### config.mk
export PLATFORM = sky130hd
export DESIGN_NAME = box_filter
export DESIGN_NICKNAME = d
export VERILOG_FILES = /design/src/rtl/box_filter_pkg.sv /design/src/rtl/box_filter_clamp_coord.sv /design/src/rtl/box_filter.sv
export SDC_FILE = /design/constraint.sdc
export NUM_CORES = 1
export LEC_CHECK = 0
export CAP_MARGIN = 15
export CORE_UTILIZATION = 54
export DETAILED_ROUTE_END_ITERATION = 8
export PLACE_DENSITY = 0.76
export SLEW_MARGIN = 20
export SYNTH_ARGS = -nofsm -noshare
export SYNTH_HDL_FRONTEND = slang
export SYNTH_SLANG_ARGS = --single-unit
### constraint.sdc
create_clock -name clock -period 5.3 [get_ports clock]
set_input_delay 1.325 -clock clock [delete_from_list [all_inputs] [get_ports clock]]
set_output_delay 1.325 -clock clock [all_outputs]
set_load 0.02 [all_outputs]
### src/rtl/box_filter_pkg.sv
// -----------------------------------------------------------------------------
// box_filter_pkg
//   Shared definitions for the adaptive-threshold pipeline (box_filter,
//   input_rom_reader, threshold_rom_reader, threshold).
//   - Default image geometry (address widths).
//   - Box-filter FSM state encoding.
//   - Reciprocal constant for the divide-by-9 and the tap count.
//   - Tap-index to (dx, dy) helper functions for the 3x3 window.
// -----------------------------------------------------------------------------
package box_filter_pkg;

    localparam int WIDTH_BITS_DEF  = 7;
    localparam int HEIGHT_BITS_DEF = 7;

    // round(65536/9); (sum*RECIP)>>16 == floor(sum/9) for every sum up to 9*255
    localparam int RECIP_DEF = 7282;
    localparam int NUM_TAPS  = 9;

    typedef enum logic [2:0] {
        ST_READ,
        ST_ACC,
        ST_CALC,
        ST_WRITE,
        ST_DONE
    } state_t;

    // Tap k walks the window row by row: dx = k%3 - 1
    function automatic logic signed [1:0] tap_dx(input logic [3:0] k);
        case (k)
            4'd0, 4'd3, 4'd6: tap_dx = -2'sd1;
            4'd1, 4'd4, 4'd7: tap_dx = 2'sd0;
            default:          tap_dx = 2'sd1;
        endcase
    endfunction

    // dy = k/3 - 1
    function automatic logic signed [1:0] tap_dy(input logic [3:0] k);
        case (k)
            4'd0, 4'd1, 4'd2: tap_dy = -2'sd1;
            4'd3, 4'd4, 4'd5: tap_dy = 2'sd0;
            default:          tap_dy = 2'sd1;
        endcase
    endfunction

endpackage

### src/rtl/box_filter_clamp_coord.sv
// -----------------------------------------------------------------------------
// clamp_coord
//   Combinational centre + delta (-1/0/+1) address generator for one image
//   axis. The result saturates at 0 and at the axis maximum, so edge pixels
//   are replicated instead of wrapping.
//   Ports:
//     i_centre  centre coordinate
//     i_delta   signed step, -1..+1
//     o_coord   clamped coordinate
// -----------------------------------------------------------------------------
module clamp_coord #(
    parameter int BITS = 7
) (
    input  logic [BITS-1:0]   i_centre,
    input  logic signed [1:0] i_delta,
    output logic [BITS-1:0]   o_coord
);

    always_comb begin
        o_coord = i_centre;
        if (i_delta == -2'sd1) begin
            if (i_centre != '0) o_coord = i_centre - BITS'(1);
        end else if (i_delta == 2'sd1) begin
            if (i_centre != '1) o_coord = i_centre + BITS'(1);
        end
    end

endmodule

### src/rtl/box_filter.sv
// -----------------------------------------------------------------------------
// box_filter
//   Produces the adaptive threshold map: for every pixel, in raster order,
//   the floor mean of its 3x3 neighbourhood (edges replicated) minus OFFSET,
//   saturated at 0. Each pixel costs exactly 12 cycles:
//     READ x9 -> ACC -> CALC -> WRITE, then DONE after the last pixel.
//   Ports:
//     clock           system clock, rising edge
//     reset           asynchronous, active-low
//     oImageCol/Row   image read address (synchronous ROM, 1-cycle latency)
//     iImageData      image pixel for the address of the previous cycle
//     oThresholdCol/Row/Data  threshold write address and value
//     oThresholdWren  one-cycle write strobe per pixel
//     finished        sticky once the whole map has been written
// -----------------------------------------------------------------------------
module box_filter
    import box_filter_pkg::*;
#(
    parameter int WIDTH_BITS  = WIDTH_BITS_DEF,
    parameter int HEIGHT_BITS = HEIGHT_BITS_DEF,
    parameter int OFFSET      = 5,
    parameter int RECIP       = RECIP_DEF
) (
    input  logic                   clock,
    input  logic                   reset,
    output logic [WIDTH_BITS-1:0]  oImageCol,
    output logic [HEIGHT_BITS-1:0] oImageRow,
    input  logic [7:0]             iImageData,
    output logic [WIDTH_BITS-1:0]  oThresholdCol,
    output logic [HEIGHT_BITS-1:0] oThresholdRow,
    output logic [7:0]             oThresholdData,
    output logic                   oThresholdWren,
    output logic                   finished
);

    state_t                 r_state;
    logic [3:0]             r_k;
    logic [WIDTH_BITS-1:0]  r_col;
    logic [HEIGHT_BITS-1:0] r_row;
    logic [11:0]            r_sum;
    logic [WIDTH_BITS-1:0]  r_img_col;
    logic [HEIGHT_BITS-1:0] r_img_row;
    logic [WIDTH_BITS-1:0]  r_thr_col;
    logic [HEIGHT_BITS-1:0] r_thr_row;
    logic [7:0]             r_thr_data;
    logic                   r_wren;
    logic                   r_fin;

    logic signed [1:0]      w_dx;
    logic signed [1:0]      w_dy;
    logic [WIDTH_BITS-1:0]  w_tap_col;
    logic [HEIGHT_BITS-1:0] w_tap_row;
    logic [8:0]             w_mean;
    logic [7:0]             w_thr;
    logic                   w_last;

    assign w_dx = tap_dx(r_k);
    assign w_dy = tap_dy(r_k);

    clamp_coord #(.BITS(WIDTH_BITS)) u_clamp_col (
        .i_centre (r_col),
        .i_delta  (w_dx),
        .o_coord  (w_tap_col)
    );

    clamp_coord #(.BITS(HEIGHT_BITS)) u_clamp_row (
        .i_centre (r_row),
        .i_delta  (w_dy),
        .o_coord  (w_tap_row)
    );

    // The address must be on the port during the tap's own READ cycle so the
    // ROM returns it in the next one; outside READ the last address is held.
    assign oImageCol = (r_state == ST_READ) ? w_tap_col : r_img_col;
    assign oImageRow = (r_state == ST_READ) ? w_tap_row : r_img_row;

    // Multiply-and-shift divide by 9 on a 25-bit product; mean fits in 8 bits.
    assign w_mean = 9'((25'(r_sum) * 25'(RECIP)) >> 16);

    always_comb begin
        w_thr = '0;
        if (w_mean >= 9'(OFFSET)) w_thr = 8'(w_mean - 9'(OFFSET));
    end

    assign w_last = (r_col == '1) && (r_row == '1);

    always_ff @(posedge clock or negedge reset) begin
        if (!reset) begin
            r_state    <= ST_READ;
            r_k        <= '0;
            r_col      <= '0;
            r_row      <= '0;
            r_sum      <= '0;
            r_img_col  <= '0;
            r_img_row  <= '0;
            r_thr_col  <= '0;
            r_thr_row  <= '0;
            r_thr_data <= '0;
            r_wren     <= 1'b0;
            r_fin      <= 1'b0;
        end else begin
            case (r_state)
                ST_READ: begin
                    r_img_col <= w_tap_col;
                    r_img_row <= w_tap_row;
                    // Data on the bus belongs to tap k-1; nothing yet at k=0.
                    if (r_k != 4'd0) r_sum <= r_sum + 12'(iImageData);
                    r_k <= r_k + 4'd1;
                    if (r_k == 4'(NUM_TAPS - 1)) r_state <= ST_ACC;
                end
                ST_ACC: begin
                    r_sum   <= r_sum + 12'(iImageData);
                    r_state <= ST_CALC;
                end
                ST_CALC: begin
                    r_thr_col  <= r_col;
                    r_thr_row  <= r_row;
                    r_thr_data <= w_thr;
                    r_wren     <= 1'b1;
                    r_state    <= ST_WRITE;
                end
                ST_WRITE: begin
                    r_wren <= 1'b0;
                    r_sum  <= '0;
                    r_k    <= '0;
                    if (w_last) begin
                        r_fin   <= 1'b1;
                        r_state <= ST_DONE;
                    end else begin
                        if (r_col == '1) begin
                            r_col <= '0;
                            r_row <= r_row + HEIGHT_BITS'(1);
                        end else begin
                            r_col <= r_col + WIDTH_BITS'(1);
                        end
                        r_state <= ST_READ;
                    end
                end
                ST_DONE: begin
                    r_state <= ST_DONE;
                end
                default: begin
                    r_state <= ST_READ;
                end
            endcase
        end
    end

    assign oThresholdCol  = r_thr_col;
    assign oThresholdRow  = r_thr_row;
    assign oThresholdData = r_thr_data;
    assign oThresholdWren = r_wren;
    assign finished       = r_fin;

endmodule

# --- Word-level counts from Yosys, hierarchy flattened ---
# Cells that the tools add are included.
word_totals:
  register_bits: 71
  latchBits: 0
  mem_bits_rw: 0
  romBits: 0
  inputBits: 10
  out_inout_bits: 38
  wordCells: 82
  n_memories: 0
op_classes:
  n_addsub: 7
  n_mul: 1
  div: 0
  magnitude_cmp: 1
  eq_ne: 22
  shifts: 0
  muxes: 21
  bitwise: 1
  reduce_logical: 17
ops:
  columns: ["operator", "count"]
  rows:
  - ["$mux 7", 11]
  - ["$pmux 12 s3", 1]
  - ["$mul 12x12->24 const B", 1]
  - ["$eq 4x3->1 const B", 4]
  - ["$pmux 3 s5", 1]
  - ["$add 7x1->7 const B", 2]
  - ["$eq 7x7->1 const B", 2]
  - ["$ne 7x7->1 const B", 2]
  - ["$reduce_bool 7->1", 2]
  - ["$sub 7x1->7 const B", 2]
  - ["$add 12x8->12", 1]
  - ["$mux 12", 1]
  - ["$reduce_or 3->1", 4]
  - ["$ge 9x3->1 const B", 1]
  - ["$eq 4x2->1 const B", 2]
  - ["$mux 8", 1]
  - ["$pmux 2 s2", 2]
  - ["$pmux 4 s2", 1]
  - ["$sub 8x3->8 const B", 1]
  - ["$eq 3x2->1 const B", 2]
  - ["$mux 3", 2]
  - ["$reduce_and 2->1", 3]
  - ["$add 4x1->4 const B", 1]
  - ["$eq 2x1->1 const B", 2]
  - ["15 further kinds", 18]

# --- Longest topological paths before layout ---
depth:
  depth_word: 7
  mapped_depth: 23
  ltp_nobuf: 23

# --- By module ---
# From an unflattened synthesis, not the netlist that was laid out.
unflattened:
  hier_cells: 735
  area_unflattened_um2: 6707.7
modules_own_cells:
  columns: ["module", "n_inst", "cells_each", "area_per_inst_um2", "seq_area_each_um2"]
  rows:
  - ["box_filter", 1, 629, 5967.0, 1776.7]
  - ["clamp_coord", 2, 53, 370.4, 0.0]

# --- Worst setup path after synthesis ---
# No wires, ideal clock.
synth_path:
  path_kind: "register to register"
  startpoint: "register r_sum[8]"
  endpoint: "register r_thr_data[5], in the netlist oThresholdData[5]"
  setup_time_ns: 0.135
  t_arrival_ns: 5.145
  required_time_ns: 5.165
  slack_ns: 0.020
  stages_incl_launch_ff: 22
  n_path_buf: 1
  synth_period_minus_slack_ns: 5.280
  path_cell_list: "dfrtp_1 > inv_1 > fa_1 > inv_1 > ha_1 > inv_1 > fa_1 > inv_1 > fa_1 > inv_1 > fa_1 > inv_1 > ha_1 > a21o_1 > a211oi_1 > a211oi_2 > or3_1 > o211a_1 > nor3b_4 > and4b_1 > buf_6 > o31ai_2"
synth_between:
  elab_chain_cells: 3
  word_cells_on_any_way: 4
  classes_between: "add/sub (1); mul (1); order compare (1); mux (1)"
synth_lines:
  columns: ["element", "line", "source"]
  rows:
  - ["start: declaration", "box_filter.sv:40", "logic [11:0] r_sum;"]
  - ["start signal: assignment", "box_filter.sv:107", "if (r_k != 4'd0) r_sum <= r_sum + 12'(iImageData);"]
  - ["start signal: assignment", "box_filter.sv:112", "r_sum <= r_sum + 12'(iImageData);"]
  - ["$mul 12x12->24 *", "box_filter.sv:78", "assign w_mean = 9'((25'(r_sum) * 25'(RECIP)) >> 16);"]
  - ["$sub 8x3->8 or $ge 9x3->1 (tied branches)", "box_filter.sv:82", "if (w_mean >= 9'(OFFSET)) w_thr = 8'(w_mean - 9'(OFFSET));"]
  - ["$mux 8 *", "box_filter.sv:82", null]
  - ["end signal: assignment", "box_filter.sv:118", "r_thr_data <= w_thr;"]
  - ["end: declaration", "box_filter.sv:45", "logic [7:0] r_thr_data;"]
# Mark *: on every way between the ends. The rest lies on a longest branch, timed or not.
# A chain may end at the register's enable or synchronous reset.

# --- Worst setup path after layout ---
layout_path:
  startpoint: "register r_sum[1]"
  endpoint: "register r_thr_data[5], in the netlist oThresholdData[5]"
# The elaborated chain is that of the path after synthesis.

==> results by stage <==
Setup path:
- The worst setup path is launched from a register.
- The flop-to-flop setup slack is 0.18 ns.
- For the worst setup path, the data required time is 5.49 ns.
- The critical path starts at r_sum[1].
- The critical path goes through fa_2 > ha_4 > inv_1 > fa_1 > inv_2 > fa_1 > inv_1 > fa_1 > inv_2 > ha_4 > buf_4 > o21a_1 > o21ai_2 > a211oi_2 > buf_4 > o22ai_4 > xor2_2 > nor3b_4 > and4b_1 > buf_6 > o31ai_4.
- The start-to-end type of the worst setup path is register to register.
- The endpoint type of the worst setup path is a register.
- In this design, the critical path's most frequently occurring cell is fa_1.
- The critical path ends at oThresholdData[5].
- The maximum fanout encountered on the critical timing path is 7.
- The critical register-to-register path startpoint is r_sum[1].
- The endpoint of the most critical register-to-register path is oThresholdData[5].
- The slowest stage of the critical path belongs to the cell fa_2.
- For this run, the slowest stage of the critical path takes 0.52 ns.
- The critical path data arrival time is ~5.3 ns.
- The worst register-to-register path has a depth of 21.

Clock tree:
- The clock tree synthesis step divided the H-tree into 3 levels.
- The clock latency on the worst-skew pair is 0.34 ns.
- The number of buffers added to fix hold violations after cts is 0.
- The TritonCTS clock tree is yes.
- The root buffer cell is clkbuf_16.
- TritonCTS created 9 clock buffers.
- The clock sink total is about 70.
- After clock tree synthesis, the clock-pin slew on the worst setup and hold paths is roughly 0.050 ns.
- The clock passes through at most 2 buffers.

Power and ir drop:
- The share of total power dissipated in the clock network is between 40% and 50%.
- The total power is 0.00135 W.
- The reported net switching power is 0.000332 W.
- IR analysis of the VDD net gives a maximum drop of 0.220 mV.
- The internal power component is 0.00101 W.
- Sequential cells account for 43.6% of the total power.
- In this run switching power makes up between 20 and 25% of total power.
- The share of total power dissipated in combinational logic is 12.0%.
- Dividing total power by cell area gives a power density of 176 nW/um2.
- The static leakage power is 3.90 nW.

GRT:
- The met3 global-route usage is ~4.7%.
- The first-pass GRT wire length is 25,800 um.
- The global routing stage identified its most utilized layer as met2.
- Global routing used 26.1% of the available tracks across all layers.
- Entering global routing, the biggest net connects 67 pins.
- The number of antenna violations at the first check in global routing was 0.
- The met1 track demand over resource in global routing is 33.6%.
- Global routing used approximately 44% of the available met2 tracks.
- Summed over all layers, the global routing overflow is 0.
- The via count of the first global-routing pass was ~5,500.

Cells and area:
- The multi-input combinational cells in the finished layout cover a total of 4390 um2.
- The area growth from synthesis to layout is 20.5%.
- Of the cells placed in the final design, the portion with a size suffix greater than 1 is ~14%.
- The final standard cell utilization of the core is 66.8%.
- The count of inserted antenna diode cells is 0.
- The area of all sequential standard cells is between 1500 and 2000 um2.
- The filler cell count in the final layout is 905.
- The final layout contains about 910 nets.

Detailed routing:
- For this run, design rule violations remaining after detail routing come to 0.
- The number of DRC markers after the initial detailed-route iteration is 360.
- For this block, the via count after detailed routing is around 5,300.
- Before antenna repair, the detailed router went through 5 iterations.
- The average via count per standard cell is approximately 5.7.
- Wires add up to roughly 15,000 um.
- The number of nets with antenna violations after detailed routing is 0.
- In the final routed layout, each cell accounts on average for around 16 um.

Yosys:
- The mapped cell area is roughly 6400 um2.
- The yosys synthesis warning count is 0.
- Counting flops with an async set or reset pin after synthesis yields a share of between 90% and 100%.
- Averaged over all synthesized cells, the footprint is 9.00 um2.
- Summed over all instances, the cell type with the most area after synthesis is dfrtp_1.
- The synthesis-stage register bit count is 71.
- The commonest register cell after synthesis is dfrtp_1.
- The synthesized design devotes to its leading area cell type 28.0% of total area.
- Sequential cells were found to cover 28.0% of the synthesized design area.
- The number of distinct library cells after synthesis is 66.
- In this run, synthesis inferred 0 flip-flops with an integrated enable.
- When the netlist entered floorplanning its net count stood at 840.
- The count of mapped cells out of synthesis is 706.
- In the post-synthesis netlist, the biggest area contributors are dfrtp_1 (28%), ha_1 (19%), fa_1 (9.1%), nand2_1 (5.7%), inv_1 (4.7%).

Floorplanning:
- The number of top-level pins is 48.
- The placement row count is 39.
- The initial utilization of the core area, before any placement, comes to 55.4%.
- The floorplan step set the die height to 110 um.
- The core area is ~11,000 um2.
- The full die area is 12,200 um2.
- The floorplan step set the die width to 110 um.

Timing:
- The count of final max-slew check failures is 0.
- Between clock sinks in the finished design, the worst skew comes to 0.00689 ns.
- The worst slew margin relative to its limit is 29.3%.
- Hold timing on the final database bottoms out at a slack of 0.466 ns.
- In the finished design, the share of the clock period the worst path needs comes to 96.6%.
- The shortest clock period the worst path allows after layout is around 5.1 ns.
- The slew at the pin closest to its max-slew limit is 1.06 ns.
- Setup violations remaining at the end of the flow were counted as 0.
- The total count of hold-check failures in the final report is 0.
- The top achievable clock speed is roughly 200 MHz.

Min path:
- The tightest min-delay check is of the register to register type.

Place:
- The count of buffers added on input and output ports is 47.
- Detailed placement ended at an HPWL of 11,500 um.
- The final RePlAce weighted congestion is 0.955.

Flow run:
- Max-cap violations in this run came to 0.

Run status:
- The flow ran to the end, and the final reports show no timing, DRC or antenna violations.
## Yosys cell counts (all sizes together), types with 4 or more instances
cell    number
xor2        10
o22ai        7
nor3        15
a211oi       5
dfrtp       71
inv         79
buf          4
ha          95
clkbuf      20
o31ai       12
and3         5
nor2        41
nand2       96
a31oi       12
o21a         7
and2         9
or2          4
nand3       17
xnor2       26
a21o        12
or3          4
o211ai       4
o21ai       40
a21oi       29
fa          29
nand4        6
## worst max-delay path: cells and delay by family (launching register included)
kind                     cells  cell delay, ns
buffers and inverters        7            0.66
AND/OR/NAND/NOR              2            0.44
flip-flops                   1            0.45
adder cells (fa/ha/maj)      6            2.57
XOR/XNOR                     1            0.17
AO/OA/AOI/OAI                5            0.66
## layout make-up
cell class	count	area share, %
Multi-Input combinational cell	532	57.3
Sequential cell	71	23.3
Timing Repair Buffer	81	9.46
Inverter	79	3.87
Clock buffer	11	3.04
Tap cell	143	2.34
Clock inverter	5	0.752
## worst min path at each step
stage                        end         start  slack (ns)  depth (start not counted)
floorplan                 r_k[3]        r_k[3]        0.52                          2
detailed placement      finished      finished        0.46                          1
CTS                 r_img_col[5]  r_img_col[5]        0.47                          1
finish                  finished      finished        0.47                          1
global placement    r_img_row[2]  r_img_row[2]        0.45                          1
global route            finished      finished        0.50                          1
## flip-flops by register name (all words and copies together), names as in the netlist
register        cells
oThresholdData      8
r_img_row           7
r_sum              12
r_k                 4
r_row               7
oThresholdCol       7
finished            1
r_state             3
oThresholdWren      1
oThresholdRow       7
r_col               7
r_img_col           7
## routing by layer
layer / up-vias / wire length [um]
met3: 34 / 606
met4: 0 / 358
met5: - / 0
li1: 2574 / -
met2: 147 / 7470
met1: 2546 / 6670
## placed cells by master (no fill, tap or decap), drive strengths merged, types with 5 or more instances in the layout
cell / instances
buf: 35
nor2: 41
a211oi: 5
a21oi: 29
o21a: 7
xnor2: 26
nand2: 96
dfrtp: 71
and3: 5
fa: 29
a21o: 12
clkdlybuf4s50: 46
nor3: 15
inv: 80
xor2: 10
nand4: 6
o21ai: 40
nand3: 17
o22ai: 7
clkbuf: 11
ha: 95
a31oi: 12
o31ai: 12
and2: 9
## per-stage QoR
stage,cells,instance area (um2),setup TNS (ns),worst slack (ns)
after floorplan,706,6360,0,0.0196
after global placement,899,7100,0,0.0851
after detailed placement,899,7100,-0.123,-0.0381
after CTS,915,7410,-0.00881,-0.00881
after global routing,922,7660,-0.0840,-0.0263
final,922,7660,0,0.181
## kinds of logic (layout without fill, tap and decap cells)
group           Yosys count  in the layout  share of synthesized area, %
compound gates          156            156                          16.9
xor+xnor                 36             36                          5.08
fa+ha+maj               124            124                          27.8
buf+inv                 103            176                          6.24
flops                    71             71                          28.0
mux                       4              4                         0.650
simple gates            212            212                          15.3
## timing repair
action,CTS,global route
setup endpoints to repair,6,8
pin swaps,0,14
resized for setup,4,43
setup buffers,0,7
## power by group through the flow
stage	Clock [W]	Sequential (W)	Combinational [W]
after floorplan	0	0.000632	0.0000392
after global placement	0	0.000596	0.000156
after detailed placement	0	0.000597	0.000161
after CTS	0.000612	0.000588	0.000161
after global routing	0.000637	0.000590	0.000173
final	0.000597	0.000588	0.000162
Power figures use the tool's default switching activity.
